[src/rtl/fetch_unit.sv]
// Instruction fetch: PC sequencing, in-order imem requests, prefetch FIFO to decode.
// Define FETCH_PERF_EN to add the perf_fetch_count / perf_flush_count counters.
module fetch_unit #(
    parameter int unsigned       ADDR_W   = 32,
    parameter logic [ADDR_W-1:0] RESET_PC = '0,
    parameter int unsigned       DEPTH    = 2
) (
    input  logic              clk,
    input  logic              reset_n,
    output logic              imem_req_valid,
    input  logic              imem_req_ready,
    output logic [ADDR_W-1:0] imem_req_addr,
    input  logic              imem_rsp_valid,
    input  logic [31:0]       imem_rsp_data,
    input  logic              redirect_valid,
    input  logic [ADDR_W-1:0] redirect_target,
    output logic              instr_valid,
    input  logic              instr_ready,
    output logic [31:0]       instr_out,
    output logic [ADDR_W-1:0] instr_pc
`ifdef FETCH_PERF_EN
    ,
    output logic [31:0]       perf_fetch_count,
    output logic [31:0]       perf_flush_count
`endif
);

    localparam int unsigned PW = $clog2(DEPTH);
    localparam int unsigned CW = PW + 1;

    logic [ADDR_W-1:0] pc;
    logic              run;
    logic [CW-1:0]     count;
    logic [CW-1:0]     outstanding;
    logic [CW-1:0]     outstanding_next;
    logic [CW-1:0]     drop;
    logic [CW:0]       credit_sum;

    logic [ADDR_W-1:0] fifo_pc    [DEPTH];
    logic [31:0]       fifo_instr [DEPTH];
    logic [PW-1:0]     rd_ptr;
    logic [PW-1:0]     wr_ptr;

    // Addresses of accepted, still-live requests; popped only by kept responses.
    logic [ADDR_W-1:0] addr_q [DEPTH];
    logic [PW-1:0]     aq_rd;
    logic [PW-1:0]     aq_wr;

    logic req_fire;
    logic push;
    logic pop;

    // Stale requests still hold credit until they return, so the FIFO never overflows.
    assign credit_sum     = {1'b0, count} + {1'b0, outstanding};
    assign imem_req_valid = run & ~redirect_valid & (credit_sum < (CW+1)'(DEPTH));
    assign imem_req_addr  = pc;

    assign instr_valid = (count != '0) & ~redirect_valid;
    assign instr_out   = fifo_instr[rd_ptr];
    assign instr_pc    = fifo_pc[rd_ptr];

    assign req_fire = imem_req_valid & imem_req_ready;
    assign push     = imem_rsp_valid & (drop == '0) & ~redirect_valid;
    assign pop      = instr_valid & instr_ready;

    assign outstanding_next = outstanding + CW'(req_fire) - CW'(imem_rsp_valid);

    // NOTE: state uses non-blocking assignments so every term above reads pre-edge values.
    always_ff @(posedge clk or negedge reset_n) begin
        if (!reset_n) begin
            pc          <= RESET_PC;
            run         <= 1'b0;
            count       <= '0;
            outstanding <= '0;
            drop        <= '0;
            rd_ptr      <= '0;
            wr_ptr      <= '0;
            aq_rd       <= '0;
            aq_wr       <= '0;
        end else begin
            run         <= 1'b1;
            outstanding <= outstanding_next;
            if (redirect_valid) begin
                // Everything still in flight after this edge is stale.
                pc     <= redirect_target & ~ADDR_W'(3);
                drop   <= outstanding_next;
                count  <= '0;
                rd_ptr <= '0;
                wr_ptr <= '0;
                aq_rd  <= '0;
                aq_wr  <= '0;
            end else begin
                if (req_fire) begin
                    pc    <= pc + ADDR_W'(4);
                    aq_wr <= aq_wr + PW'(1);
                end
                if (imem_rsp_valid && drop != '0) begin
                    drop <= drop - CW'(1);
                end
                if (push) begin
                    wr_ptr <= wr_ptr + PW'(1);
                    aq_rd  <= aq_rd + PW'(1);
                end
                if (pop) begin
                    rd_ptr <= rd_ptr + PW'(1);
                end
                count <= count + CW'(push) - CW'(pop);
            end
        end
    end

    // NOTE: storage arrays have no reset; count and the pointers alone decide which entries are live.
    always_ff @(posedge clk) begin
        if (req_fire) begin
            addr_q[aq_wr] <= pc;
        end
        if (push) begin
            fifo_pc[wr_ptr]    <= addr_q[aq_rd];
            fifo_instr[wr_ptr] <= imem_rsp_data;
        end
    end

`ifdef FETCH_PERF_EN
    always_ff @(posedge clk or negedge reset_n) begin
        if (!reset_n) begin
            perf_fetch_count <= '0;
            perf_flush_count <= '0;
        end else begin
            if (pop) begin
                perf_fetch_count <= perf_fetch_count + 32'd1;
            end
            if (redirect_valid) begin
                perf_flush_count <= perf_flush_count + 32'd1;
            end
        end
    end
`endif

endmodule

[config.mk]
export PLATFORM = sky130hd
export DESIGN_NAME = fetch_unit
export DESIGN_NICKNAME = d
export VERILOG_FILES = /design/src/rtl/fetch_unit.sv
export SDC_FILE = /design/constraint.sdc
export NUM_CORES = 1
export LEC_CHECK = 0
export ABC_AREA = 0
export CORE_MARGIN = 2
export CORE_UTILIZATION = 55
export CTS_BUF_LIST = sky130_fd_sc_hd__clkbuf_2 sky130_fd_sc_hd__clkbuf_4 sky130_fd_sc_hd__clkbuf_8
export DETAILED_ROUTE_END_ITERATION = 8
export PLACE_DENSITY = 0.9
export SLEW_MARGIN = 20
export SYNTH_ARGS = -nofsm -noshare
export SYNTH_HDL_FRONTEND = slang
export SYNTH_SLANG_ARGS = --single-unit
[constraint.sdc]
create_clock -name clk -period 6.45 [get_ports clk]
set_input_delay 0.645 -clock clk [delete_from_list [all_inputs] [get_ports clk]]
set_output_delay 0.645 -clock clk [all_outputs]
set_load 0.005 [all_outputs]
After elaboration in Yosys (flattened, before gate mapping)
Memory sizes are Yosys's and may differ from the RTL's.
Index checks and enable logic that the tools add are counted.
{"block": "word_totals", "ff_bits": 43, "mem_count": 3, "mem_bits_rw": 192, "elab_cells": 57, "out_inout_bits": 98}
{"memory": "addr_q", "depth": 2, "width": 32, "read_ports": 1, "rd_ports_with_merged_regs": 0, "wr": 1, "line": "45", "rtl": "logic [ADDR_W-1:0] addr_q [DEPTH];"}
{"memory": "fifo_instr", "depth": 2, "width": 32, "read_ports": 1, "rd_ports_with_merged_regs": 0, "wr": 1, "line": "40", "rtl": "logic [31:0] fifo_instr [DEPTH];"}
{"memory": "fifo_pc", "depth": 2, "width": 32, "read_ports": 1, "rd_ports_with_merged_regs": 0, "wr": 1, "line": "39", "rtl": "logic [ADDR_W-1:0] fifo_pc [DEPTH];"}
{"block": "classes", "order_cmp": 1, "bitwise": 8, "n_mux": 17, "n_addsub": 11, "n_reduce_logical": 8}
{"op": "$mux W32", "n": 2}
{"op": "$add A32 B3 Y32 const B", "n": 1}
{"op": "$mux W1", "n": 12}
{"op": "$reduce_bool A2 Y1", "n": 6}
{"op": "$and A1 B1 Y1", "n": 7}
{"op": "$mux W2", "n": 3}
{"op": "$add A1 B1 Y1 const B", "n": 4}
{"op": "$add A2 B1 Y2", "n": 2}
{"op": "$sub A2 B1 Y2", "n": 2}
{"op": "$add A2 B2 Y3", "n": 1}
{"op": "$lt A3 B2 Y1 const B", "n": 1}
{"op": "$logic_not A2 Y1", "n": 1}
{"op": "$sub A2 B1 Y2 const B", "n": 1}
{"op": "$logic_and A1 B1 Y1", "n": 1}
{"op": "$not A1 Y1", "n": 1}

Logic depth before layout (Yosys ltp)
Gate-level depths: netlist of run 1.
{"block": "logic_depth", "word_depth": 7, "mapped_depth": 12}

Worst setup path after synthesis of run 1
OpenSTA, ideal clock, no wires.
{"block": "synth_path", "kind": "in2reg", "start": "in redirect_valid", "end": "mem fifo_instr[0][0] (enable)", "cell_stages": 4, "setup_time_ps": 482, "path_buffers": 1, "path_slack_ps": 2303, "arrival_ps": 3665, "path_cell_list": "clkbuf_1 > inv_2 > nand3_1 > nor2_1"}
{"block": "synth_between", "elab_chain_len": 4}
{"item": "start, declared", "line": "15", "rtl": "input logic redirect_valid,"}
{"item": "$not A1 Y1", "line": "63", "rtl": "assign push = imem_rsp_valid & (drop == '0) & ~redirect_valid;"}
{"item": "$and A1 B1 Y1", "line": "63"}
{"item": "$mux W1", "line": "117", "rtl": "if (push) begin"}
{"item": "$mux W1 (not written as such)", "line": "119", "rtl": "fifo_instr[wr_ptr] <= imem_rsp_data;"}
{"item": "end, declared", "line": "40"}
No other way between the ends.

Worst setup path after layout of run 1
{"block": "layout_path", "start": "reg rd_ptr", "end": "out instr_pc[27]"}
{"block": "layout_between", "elab_chain_len": 1}
{"item": "start, declared", "line": "41", "rtl": "logic [PW-1:0] rd_ptr;"}
{"item": "start signal, assigned", "line": "105", "rtl": "rd_ptr <= rd_ptr + PW'(1);"}
{"item": "$mem_v2 Z2 W32"}
{"item": "end, declared", "line": "20", "rtl": "output logic [ADDR_W-1:0] instr_pc"}
No other way between the ends.

==> results.toml, run 1 <==
[timing]
setup_viol_count_final = 0
hold_viol = 0
fin_hold_ws_ns = 0.286
max_freq_mhz = 293
fin_worst_skew_ns = 0.0213
slew_violations = 0
period_share_pct = 52.8
tns_ns = 0
relSlewSlack_pct = 36.1
worst_slew_pin_slew_ns = 0.956
rsz0062_at_grt = "no"
period_needed_ns = 3.41

[placed_design]
portBuffers = 161
routabilityCongestion = 0.843
hpwl_mm = 12.4
place_area_um2 = 10900

[clocking]
clk_latency_ns = 0.51
cts_tree = "built"
holdBufCountCts = 0
clockBufferDepth = 3
cts-root-buf = "clkbuf_8"
postCtsSetupBuffers = 0
clock_sinks = 225
cts_buffers = 36
path_clk_slew_ns = 0.06
cts_htree_levels = 2
cts_resized = 0

[synth]
synth_top_family_by_area = "multiplexers"
synth_warnings = 0
synthDistinctLibCells = 41
synth-simple-area-share_pct = 7.97
syn_area_per_cell_um2 = 16.2
synthCells = 559
synthesis.area_um2 = 9040
synth_compound_area_share_pct = 3.50
synth_seq_cells = 225
synthAdderAreaFrac_pct = 1.05
synth-seq-area-share_pct = 72.5
synth-xor-area-share_pct = 1.45
synth_mux_area_share_pct = 11.7

[floorplanning]
die-area_um2 = 17500
core-area_um2 = 16000
start_util_pct = 56.5
fp.dieW_um = 132
boundaryPins = 168
chipHeight_um = 132
rows = 46

[setup_path]
worstSetupEndpointType = "primary output"
start_kind = "flop"
cp.required_ns = 5.80
worst-setup-path-type = "flop to primary output"
cp_top_family = "buffers and inverters"
cp_slowest_cell = "dfrtp_2"
worst_ep_arrival_time_ns = 2.76
path_cells = "buf_4 > mux2_2 > clkdlybuf4s50_1"
crit_path_max_fanout = 35
slowest_delay_ns = 0.81
critPathBufInv = 2

[power_and_ir_drop]
power_density_nw_per_um2 = 323
seqPwrFrac_pct = 48.8
clockPowerShare_pct = 32.4
power.internal_mw = 2.86
ir_worst_vdd_uv = 173
combPwrFrac_pct = 18.8
switching_power_uw = 905
p_sw_share_pct = 24.0
leakage_nw = 4.01

[run_status]
status = "finished, final reports clean"

[drt]
vias = 5489
drc = 0
drtPass1Iterations = 5
wl_per_cell_um = 19.2
antenna_left = 0
drtIter0Drc = 394
wirelength_mm = 18.8
vias_per_cell = 5.60

[layout]
final_area_um2 = 11700
fillers = 980
area_growth_pct = 28.9
antenna_cells = 0
layout-drive-gt1-share_pct = 22.1
nets = 816

[global_routing]
grt_usage_pct = 21.4
antenna_found_initial = 0
grt.overflow.total = 0
grt_max_degree = 48
grt_pass1_wl_mm = 29.5
grt_pass1_vias = 5654

[job]
drv_cap = 0

[min_path]
hp-class = "primary input to asynchronous set/reset pin"
-- synthesized netlist by cell type --
master / instances / area (µm²)
buf_2: 2 / 10.0
inv_1: 8 / 30.0
buf_1: 4 / 15.0
and4_1: 7 / 61.3
and2_1: 5 / 31.3
dfrtp_1: 41 / 1030
o211ai_1: 6 / 45.0
o31ai_1: 12 / 90.1
nor2_1: 25 / 93.8
nand4b_1: 1 / 8.76
conb_1: 2 / 7.51
nand2b_1: 2 / 12.5
nand4_1: 13 / 81.3
or4_4: 1 / 11.3
xor2_1: 7 / 61.3
nor4_1: 2 / 12.5
buf_4: 4 / 30.0
ha_1: 6 / 75.1
a22oi_1: 1 / 7.51
o21ai_0: 13 / 65.1
and4bb_2: 1 / 12.5
or4b_1: 1 / 10.0
inv_2: 1 / 3.75
nand4_2: 1 / 12.5
xnor2_1: 8 / 70.1
or3_1: 1 / 6.26
a31oi_1: 13 / 81.3
nor2b_1: 2 / 12.5
mux2i_1: 2 / 20.0
fa_1: 1 / 20.0
or4_1: 18 / 135
edfxtp_1: 184 / 5530
nand3_1: 17 / 85.1
mux2_2: 92 / 1040
or3b_2: 1 / 8.76
nor4b_1: 1 / 8.76
clkbuf_1: 20 / 75.1
a21oi_1: 2 / 10.0
o31a_1: 2 / 17.5
and3_1: 3 / 18.8
nand2_1: 26 / 97.6
-- sequential cells by signal (all words and copies together) (netlist names) --
signal and cells:
count 2, drop 2, outstanding 2, run 1
addr_q 60, fifo_instr 64, imem_req_addr 30, aq_rd 1
fifo_pc 60, wr_ptr 1, rd_ptr 1, aq_wr 1
-- layer usage --
metal	part of all wire (%)	track usage, %	up-vias	routed length [µm]
li1	-	-	2526	-
met1	40	27.0	2694	7530
met2	50	36.6	235	9490
met3	7.4	5.38	34	1390
met4	2.3	6.99	0	429
met5	0	0	-	0
-- metrics by stage --
stage	utilization, %	worst slack (ns)	cells	total power, mW
2_1_floorplan	-	2.30	562	2.21
3_3_place_gp	67.9	2.52	915	2.53
3_5_place_dp	68.1	2.41	916	2.58
4_1_cts	72.7	2.93	979	3.80
5_1_grt	72.8	2.83	980	3.92
6_report	72.8	3.04	980	3.77
-- layout make-up --
class	instances	area [µm²]	area share [%]
Sequential cell	225	6550	56.2
Multi-Input combinational cell	298	2360	20.3
Timing Repair Buffer	169	1710	14.6
Clock buffer	58	686	5.88
Tap cell	216	270	2.32
Clock inverter	5	45.0	0.386
Inverter	9	33.8	0.290
-- worst reg2reg max path, delay by kind of cell (launching register included) --
family	cells	cell delay [ns]
AOI/OAI and AO/OA	1	0.18
DFF	1	0.40
and+or+nand+nor	4	2.22
adders and majority gates	1	0.46
-- path summary, 6_finish.rpt --
| check | to | cells past startpoint | slack (ns) | start |
|---|---|---|---|---|
| setup / recovery | instr_pc[27] | 3 | 3.04 | rd_ptr |
| hold / removal | imem_req_addr[17] | 1 | 0.29 | reset_n |
| max in group asynchronous | rd_ptr | 1 | 5.52 | reset_n |
| setup reg to reg | imem_req_addr[21] | 6 | 3.09 | count[0] |
| hold reg to reg | outstanding[0] | 1 | 0.55 | outstanding[0] |
| min in group clk | outstanding[0] | 1 | 0.55 | outstanding[0] |
-- cell families (layout without fill, tap and decap cells) --
family	after synthesis	count (layout)
compound gates	49	49
xor+xnor	15	15
fa+ha+maj	7	7
buf+inv	39	241
flops	225	225
mux	94	94
other cells	2	5
simple gates	128	128
-- cells in the final DEF, fill, tap and decap left out, drive strengths merged, types with 3 or more instances in the layout --
| master | instances |
|---|---|
| a31oi | 13 |
| and2 | 5 |
| and3 | 3 |
| and4 | 7 |
| buf | 9 |
| clkbuf | 58 |
| clkdlybuf4s50 | 160 |
| clkinv | 4 |
| conb | 5 |
| dfrtp | 41 |
| edfxtp | 184 |
| ha | 6 |
| inv | 9 |
| mux2 | 92 |
| nand2 | 26 |
| nand3 | 17 |
| nand4 | 14 |
| nor2 | 25 |
| o211ai | 6 |
| o21ai | 13 |
| o31ai | 12 |
| or4 | 19 |
| xnor2 | 8 |
| xor2 | 7 |
-- power groups by stage --
stage / combinational, mW / clock, mW / sequential (mW)
after floorplan: 0.385 / 0 / 1.83
after global placement: 0.678 / 0 / 1.86
after detailed placement: 0.709 / 0 / 1.87
after CTS: 0.716 / 1.24 / 1.84
after global routing: 0.766 / 1.30 / 1.86
final: 0.709 / 1.22 / 1.84
Note: power is estimated with default switching activity, not from simulation.
==> inputs of run 2 (changes only) <==
Settings changed: CORE_UTILIZATION 55 to 49, PLACE_DENSITY 0.9 to 0.86.
Clock period 6.45 ns to 2.7 ns, I/O delays scaled along.
==> run 2 against run 1 <==
Net effect: core utilization is 7.3 points lower; setup slack worse by 3.0 ns; sequential share of layout area down 0.72 points; combinational power grew to 2.6 times the previous value; clock power up 130%; register-to-register slack worse by 3.0 ns; non-clock buffer count up 15; critical path depth rose by 8; clock-buffer cell count fell by 5; hold slack improved by 0.030 ns; sequential cell count stayed put; largest cell class unchanged; largest power group unchanged.
==> results.toml, run 2 (same netlist as run 1, synthesis figures left out) <==
[drt]
drtPass1Iterations = 5
antenna_left = 0
vias = 5588
drc = 0
drtIter0Drc = 402
vias_per_cell = 5.53
wl_per_cell_um = 19.1
wirelength_mm = 19.3

[global_routing]
antenna_found_initial = 0
grt_pass1_vias = 5799
grt_usage_pct = 19.9
grt_pass1_wl_mm = 30.7
grt.overflow.total = 0
grt_max_degree = 42

[layout]
nets = 831
fin_util_pct = 65.5
max_flop_register = "fifo_instr"
fillers = 1202
final_cell_mix = "edfxtp_1 (184), clkdlybuf4s50_1 (159), mux2_2 (92), dfrtp_1 (40), clkbuf_8 (39)"
mostFrequentLayoutCell = "edfxtp_1"
layout-drive-gt1-share_pct = 24.4
largest_register_ffs = 64
antenna_cells = 0
multi_input_area_um2 = 2410
area_growth_pct = 30.6
regArea_um2 = 6550
reg_top3 = "fifo_instr: 64 flops, addr_q: 60 flops, fifo_pc: 60 flops"
instances_no_fill = 1011

[clocking]
clockBufferDepth = 3
cts_buffers = 36
clk_latency_ns = 0.52
cts-root-buf = "clkbuf_8"
cts_htree_levels = 2
cts_tree = "built"
path_clk_slew_ns = 0.06
clock_sinks = 225

[floorplanning]
chipHeight_um = 140
core-area_um2 = 18000
boundaryPins = 168
rows = 49
fp.dieW_um = 140
die-area_um2 = 19600
start_util_pct = 50.2

[timing]
setup_viol_count_final = 0
max_freq_mhz = 381
hold_viol = 0
period_needed_ns = 2.62
fin_worst_skew_ns = 0.0138
worst_slew_pin_slew_ns = 0.956
tns_ns = 0
slew_violations = 0
period_share_pct = 97.2
relSlewSlack_pct = 36.3
rsz0062_at_grt = "no"

[power_and_ir_drop]
power_density_nw_per_um2 = 763
ir_worst_vdd_uv = 408
total_power_mw = 9.01
leakage_nw = 4.09

[setup_path]
slowest_delay_ns = 0.48
cp_top_family = "adder cells"
critPathBufInv = 1
worst_ep_arrival_time_ns = 3.01
worst-setup-path-type = "flop to flop"
cp_slowest_cell = "fa_1"
start_kind = "flop"
worstSetupEndpointType = "flop"
crit_path_max_fanout = 5
critPathMostFrequentCell = "xnor2_2"
cp.required_ns = 3.08
path_cells = "and2_4 > fa_1 > and4bb_4 > nand2_4 > ha_4 > inv_1 > ha_2 > xnor2_2 > xnor2_2 > nand2_1 > o21ai_0"

[placed_design]
placed_cells = 941
routabilityCongestion = 0.819
portBuffers = 161
hpwl_mm = 13.1

[run_status]
status = "finished, final reports clean"

[job]
drv_cap = 0

[min_path]
hp-class = "primary input to flop"
run 2: cell types whose count changed in the layout (fill, tap and decap cells not counted), moves of 2 or more:
cell        before  now
buf_4            6   19
clkbuf_4        18   14
clkinv_2         0    4
buf_12           0    3
clkinv_1         4    7
buf_16           2    0
clkinvlp_4       0    2
ha_1             6    4
xnor2_1          8    6
xnor2_2          0    2
run 2: timing repair:
action | CTS | global route
hold endpoints to repair | 41 | 0
resized for setup | 2 | 8
endpoints found under the setup margin | 1 | 1
pin swaps | 0 | 2
hold buffers | 1 | 0
setup buffers | 0 | 3
run 2: routing by layer:
metal	vias to the layer above	part of all wire, %	wire [µm]	track usage (%)
met4	0	1.8	346	6.74
met3	35	7.3	1410	4.37
met2	256	49	9530	33.2
met5	-	0	0	0
li1	2555	-	-	-
met1	2742	42	8010	26.1
run 2: layout make-up:
type,instances,area share (%)
sequential,225,55.5
multi-input combinational,298,20.4
inverter,9,0.286
tap,229,2.43
timing repair buffer,184,15.4
clock inverter,13,0.519
clock buffer,53,5.44
run 2: power by group:
part	leakage [nW]	internal, mW	switching, mW
registers	2.15	4.16	0.227
logic	1.57	1.07	0.764
clock network	0.372	1.53	1.26
run 2: worst paths after layout:
path                               startpoint          endpoint  slack, ns  depth (start not counted)
min in group asynchronous             reset_n          count[0]       0.44                          2
min reg2reg                 imem_req_addr[30]     addr_q[0][30]       0.55                          0
max                            outstanding[0]           drop[1]       0.08                         11
min                        redirect_target[4]  imem_req_addr[4]       0.32                          3
max reg2reg                    outstanding[0]           drop[1]       0.08                         11
max in group asynchronous             reset_n            rd_ptr       1.60                          2
run 2: per-stage QoR:
step	area (µm²)	hold WS (ns)	worst slack (ns)
2_1_floorplan	9080	-0.0256	0.0658
3_3_place_gp	11000	0.438	0.170
3_5_place_dp	11000	0.465	0.0207
4_1_cts	11700	0.297	-0.00629
5_1_grt	11800	0.312	0.00168
6_report	11800	0.315	0.0767
run 2: worst min-delay path, cell delays in order:
cell and delay [ns]:
clkdlybuf4s50_1 0.39, nand2_1 0.06, o21ai_0 0.07
